[config.mk]
export PLATFORM = sky130hd
export DESIGN_NAME = handshake_constant_match
export DESIGN_NICKNAME = d
export VERILOG_FILES = /design/src/rtl/handshake_match_pkg.sv /design/src/rtl/handshake_fifo2.sv /design/src/rtl/handshake_constant_match.sv
export SDC_FILE = /design/constraint.sdc
export NUM_CORES = 1
export LEC_CHECK = 0
export BUFFER_PORTS_ARGS = -buffer_cell sky130_fd_sc_hd__buf_2
export CAP_MARGIN = 20
export CORE_ASPECT_RATIO = 1.2
export CORE_MARGIN = 10
export CORE_UTILIZATION = 44
export CTS_BUF_LIST = sky130_fd_sc_hd__clkbuf_16
export DETAILED_ROUTE_END_ITERATION = 10
export GPL_TIMING_DRIVEN = 0
export PLACE_DENSITY = 0.76
export RECOVER_POWER = 50
export SYNTH_ARGS = -nofsm -noshare
export SYNTH_HDL_FRONTEND = slang
export SYNTH_SLANG_ARGS = --single-unit
[constraint.sdc]
create_clock -name clk -period 1.9 [get_ports clk]
set_input_delay 0.19 -clock clk [delete_from_list [all_inputs] [get_ports clk]]
set_output_delay 0.19 -clock clk [all_outputs]
set_load 0.05 [all_outputs]
[src/rtl/handshake_match_pkg.sv]
// Shared types and defaults for the constant-match receiver.
// FIFO occupancy encoding plus parameter defaults.
package handshake_match_pkg;

  typedef enum logic [1:0] {
    EMPTY = 2'd0,
    ONE   = 2'd1,
    TWO   = 2'd2
  } fifo_state_e;

  localparam int          DEF_DATA_WIDTH  = 36;
  localparam logic [35:0] DEF_CONST_VALUE = 36'h47D83BD3B;
  localparam int          DEF_COUNT_WIDTH = 16;

endpackage

[src/rtl/handshake_fifo2.sv]
// Two-entry elastic valid/ready buffer.
// Ready is derived from occupancy only, never from dn_ready.
module handshake_fifo2
  import handshake_match_pkg::*;
#(
  parameter int W = 1
) (
  input  logic         clk,
  input  logic         rst,
  input  logic [W-1:0] up_data,
  input  logic         up_valid,
  output logic         up_ready,
  output logic [W-1:0] dn_data,
  output logic         dn_valid,
  input  logic         dn_ready
);

  fifo_state_e  state_q, state_d;
  logic [W-1:0] head_q, head_d;
  logic [W-1:0] tail_q, tail_d;
  logic         push, pop;

  assign up_ready = !rst && (state_q != TWO);
  assign dn_valid = (state_q != EMPTY);
  assign dn_data  = head_q;
  assign push     = up_valid && up_ready;
  assign pop      = dn_valid && dn_ready;

  always_ff @(posedge clk or posedge rst) begin
    if (rst) begin
      state_q <= EMPTY;
      head_q  <= '0;
      tail_q  <= '0;
    end else begin
      state_q <= state_d;
      head_q  <= head_d;
      tail_q  <= tail_d;
    end
  end

  always_comb begin
    state_d = state_q;
    head_d  = head_q;
    tail_d  = tail_q;
    unique case (state_q)
      EMPTY: begin
        if (push) begin
          head_d  = up_data;
          state_d = ONE;
        end
      end
      ONE: begin
        if (push && !pop) begin
          tail_d  = up_data;
          state_d = TWO;
        end else if (!push && pop) begin
          state_d = EMPTY;
        end else if (push && pop) begin
          head_d  = up_data;
        end
      end
      TWO: begin
        if (pop) begin
          head_d  = tail_q;
          state_d = ONE;
        end
      end
      default: state_d = EMPTY;
    endcase
  end

endmodule

[src/rtl/handshake_constant_match.sv]
// Compares each accepted token with a constant and emits a 1-bit
// condition token; saturating counters and sticky error for debug.
module handshake_constant_match
  import handshake_match_pkg::*;
#(
  parameter int                    DATA_WIDTH  = DEF_DATA_WIDTH,
  parameter logic [DATA_WIDTH-1:0] CONST_VALUE = DEF_CONST_VALUE,
  parameter int                    COUNT_WIDTH = DEF_COUNT_WIDTH
) (
  input  logic                   clk,
  input  logic                   rst,
  input  logic [DATA_WIDTH-1:0]  ins,
  input  logic                   ins_valid,
  output logic                   ins_ready,
  output logic                   outs,
  output logic                   outs_valid,
  input  logic                   outs_ready,
  output logic [COUNT_WIDTH-1:0] token_count,
  output logic [COUNT_WIDTH-1:0] mismatch_count,
  output logic                   error
);

  localparam logic [COUNT_WIDTH-1:0] CNT_MAX = '1;

  logic match;
  logic in_xfer;

  assign match   = (ins == CONST_VALUE);
  assign in_xfer = ins_valid && ins_ready;

  handshake_fifo2 #(
    .W(1)
  ) u_fifo (
    .clk      (clk),
    .rst      (rst),
    .up_data  (match),
    .up_valid (ins_valid),
    .up_ready (ins_ready),
    .dn_data  (outs),
    .dn_valid (outs_valid),
    .dn_ready (outs_ready)
  );

  always_ff @(posedge clk or posedge rst) begin
    if (rst) begin
      token_count    <= '0;
      mismatch_count <= '0;
      error          <= 1'b0;
    end else if (in_xfer) begin
      if (token_count != CNT_MAX)
        token_count <= token_count + 1'b1;
      if (!match) begin
        error <= 1'b1;
        if (mismatch_count != CNT_MAX)
          mismatch_count <= mismatch_count + 1'b1;
      end
    end
  end

endmodule

==> impl_metrics.yaml <==
synth:
  synth_top_cell_by_area: "sky130_fd_sc_hd__dfrtp_1"
  synth.cells.most_frequent: "sky130_fd_sc_hd__dfrtp_1 (37), sky130_fd_sc_hd__xnor2_1 (14), sky130_fd_sc_hd__xor2_1 (14)"
  yosysSeqAreaShare_pct: 48.1
  synthesis.area_per_instance_um2: 10.7
  number_of_flops_mapped_to_enable_cells_by_yosys: 0
  postSynth.asyncResetShare_pct: 100
  synthCells: 179
  synth_warn: 0
  yosys_register_bits: 37
  synthDistinctLibCells: 32
  ys_top_cells_by_area: "sky130_fd_sc_hd__dfrtp_1 (48%), sky130_fd_sc_hd__xnor2_1 (6.4%), sky130_fd_sc_hd__xor2_1 (6.4%)"
  synth_largest_type_area_fraction_pct: 48.1
  syn-cell-area_um2: 1920
  synth_flop_cell: "sky130_fd_sc_hd__dfrtp_1"
  post-synth-top-count-cell: "sky130_fd_sc_hd__dfrtp_1"
  syn_nets: 221
clock_tree:
  ctsHtreeMaxLevel: 2
  clock_tree.buffer_depth: 2
  clk_pin_slew_ns: 0.05
  holdBufCountCts: 0
  clk-insertion-delay-late_ns: 0.28
  tritoncts_num_sinks: 37
  cts_tree: "done"
  cts_buffers: 5
  cts-root-buf: "sky130_fd_sc_hd__clkbuf_16"
pwr:
  total_power_mw: 2.87
  power.ir.vdd_worst_mv: 0.698
  p_seq_share_pct: 39.6
  share_comb_of_total_power_pct: 33.5
  p_per_area_nw_per_um2: 1140
  netSwitchingPower_mw: 1.20
  p_int_mw: 1.67
  leakage_power_total_nw: 1.17
  power_switching_share_pct: 41.8
  share_clk_of_total_power_pct: 26.9
floorplanning:
  ioPinCount: 76
  floorplan.die.width_um: 80.4
  floorplan.rows: 26
  die_footprint_um2: 7430
  fp.coreArea_um2: 4230
  initial_utilization_pct: 45.5
  dieHeight_um: 92.4
detailed_routing:
  vias_per_cell: 5.31
  total_via_count_after_detailed_routing: 1693
  first_pass_iters: 4
  drt_drc: 0
  wl_per_cell_um: 15.1
  postRouteWirelength_um: 4820
  drtIter0Drc: 80
  antenna_violating_nets_post_route: 0
cells_and_area:
  finish.net_count: 304
  flow.area_growth_from_synthesis_pct: 31.2
  post_route_cells_drive_above_1_share_pct: 32.3
  layout.filler_cells: 400
  n_antenna_cell: 0
  final_util_pct: 59.6
place:
  place_worst_setup_slack_ns: 0.0254
  dpl.hpwl_um: 3780
  routabilityCongestion: 0.826
  io_buffer_count: 75
setup_path:
  worst_setup_path_endpoint: "token_count[10]"
  critical_path_start_type: "flip-flop"
  path_max_fanout: 6
  worstPathRequired_ns: 2.06
  reg_to_reg_start: "u_fifo.state_q[1]"
  start_point_of_the_critical_path: "u_fifo.state_q[1]"
  r2r_end: "token_count[10]"
  rrSetupSlack_ns: 0.11
  cp-end-kind: "flip-flop"
  register_to_register_path_depth: 5
  critPathKind: "reg -> reg"
  critical_path_arrival_ns: 1.95
timing:
  max_freq_mhz: 558
  clock_skew_ns: 0.00377
  timing_hold_violations_final: 0
  setup_slack_ns: 0.108
  setup-violations-final: 0
  post-route-min-period_ns: 1.79
  rsz_0062_raised_after_global_routing: "false"
  timing.setup.tns_ns: 0
  worst_slew_margin_rel_pct: 7.90
  worstMarginPinSlew_ns: 1.38
  number_of_pins_with_negative_max_slew_slack_in_the_final_report: 0
  final_critical_path_share_of_the_clock_period_pct: 94.3
global_routing:
  grt_pass1_vias: 1810
  global_route_wire_length_before_repair_um: 8110
  grt_max_degree: 38
  antenna_found_initial: 0
  grt_overflow: 0
  total_routing_usage_reported_by_global_routing_pct: 13.4
hold_path:
  min_path_type: "in -> reg"
run_status:
  run_status: "complete, no violations"
run:
  timing.max_cap.violations: 0
-- worst min-delay path by stage --
stage	endpoint	slack, ns	cells after the start	from
floorplan	u_fifo.state_q[1]	0.26	1	outs_ready
global placement	u_fifo.state_q[1]	0.41	2	outs_ready
detailed placement	u_fifo.state_q[0]	0.40	2	rst
CTS	token_count[0]	0.10	2	rst
global route	u_fifo.state_q[1]	0.13	2	outs_ready
finish	u_fifo.state_q[1]	0.13	2	outs_ready
-- cells in the final DEF (no fill, tap or decap), types with 2 or more instances in the layout --
master                      instances
sky130_fd_sc_hd__clkbuf_16          5
sky130_fd_sc_hd__and4b_1            2
sky130_fd_sc_hd__dfrtp_1           31
sky130_fd_sc_hd__nor4bb_1           2
sky130_fd_sc_hd__dfrtp_2            6
sky130_fd_sc_hd__nor3b_1            2
sky130_fd_sc_hd__clkinv_1           2
sky130_fd_sc_hd__nand2b_1           2
sky130_fd_sc_hd__xnor2_1           14
sky130_fd_sc_hd__a21oi_1            3
sky130_fd_sc_hd__clkbuf_1          19
sky130_fd_sc_hd__mux2i_1            3
sky130_fd_sc_hd__and3_1             4
sky130_fd_sc_hd__nor2b_1            2
sky130_fd_sc_hd__nor2_1             7
sky130_fd_sc_hd__nor4b_1            2
sky130_fd_sc_hd__buf_2             56
sky130_fd_sc_hd__nand2_1           13
sky130_fd_sc_hd__xor2_1            14
sky130_fd_sc_hd__nand3_1           12
sky130_fd_sc_hd__nor3_1             8
sky130_fd_sc_hd__mux2_2             4
sky130_fd_sc_hd__nand4_1           13
sky130_fd_sc_hd__and4_1             5
sky130_fd_sc_hd__nor4_1             8
sky130_fd_sc_hd__inv_1              6
sky130_fd_sc_hd__or2_2              4
-- power by group through the flow --
| stage | Clock (mW) | Sequential, mW | Combinational, mW |
|---|---|---|---|
| floorplan | 0 | 1.57 | 0.281 |
| global placement | 0 | 1.14 | 0.979 |
| detailed placement | 0 | 1.14 | 1.00 |
| CTS | 0.790 | 1.13 | 1.00 |
| global route | 0.829 | 1.17 | 1.04 |
| finish | 0.773 | 1.14 | 0.963 |
-- kinds of logic after synthesis --
logic type / Yosys count / share of synthesized area, %
compound gates: 7 / 2.99
buf+inv: 7 / 1.76
simple gates: 90 / 28.6
fa+ha+maj: 2 / 1.30
mux: 8 / 4.49
xor+xnor: 28 / 12.8
flops: 37 / 48.1
-- per-layer routing --
layer | GRT usage, % | vias up | share of wire (%)
met4 | 6.76 | 0 | 2.7
met3 | 6.00 | 11 | 10
met2 | 21.0 | 73 | 47
li1 | - | 822 | -
met1 | 15.0 | 787 | 40
met5 | 0 | - | 0
-- timing repair --
action | in CTS | in global routing
setup buffers | 0 | 1
resized for setup | 0 | 1
endpoints found under the setup margin | 0 | 3
-- sequential cells by signal (all words and copies together) (netlist names) --
name	cells
u_fifo.tail_q	1
error	1
token_count	16
mismatch_count	16
u_fifo.state_q	2
u_fifo.dn_data	1
-- critical path: stages, from the launching register on --
cell and delay (ns):
sky130_fd_sc_hd__dfrtp_1 0.40, sky130_fd_sc_hd__nor2b_1 0.21, sky130_fd_sc_hd__or2_2 0.38, sky130_fd_sc_hd__nor4b_4 0.38
sky130_fd_sc_hd__nand4_1 0.16, sky130_fd_sc_hd__xnor2_1 0.14
-- layout make-up --
cell class | instances | area [um^2] | area share (%)
clock inverters | 3 | 12.5 | 0.496
clock buffers | 5 | 125 | 4.96
flip-flops and latches | 37 | 933 | 37.0
repair buffers | 76 | 359 | 14.2
plain buffers | 1 | 11.3 | 0.446
inverters | 6 | 22.5 | 0.893
multi-input cells | 135 | 988 | 39.2
well taps | 56 | 70.1 | 2.78
-- per-stage QoR --
stage | area, um^2 | cells | hold slack, ns
floorplan | 1950 | 179 | 0.256
global placement | 2390 | 310 | 0.407
detailed placement | 2390 | 310 | 0.403
CTS | 2530 | 318 | 0.104
global route | 2520 | 319 | 0.130
finish | 2520 | 319 | 0.130
Note: power is estimated with default switching activity, not from simulation.
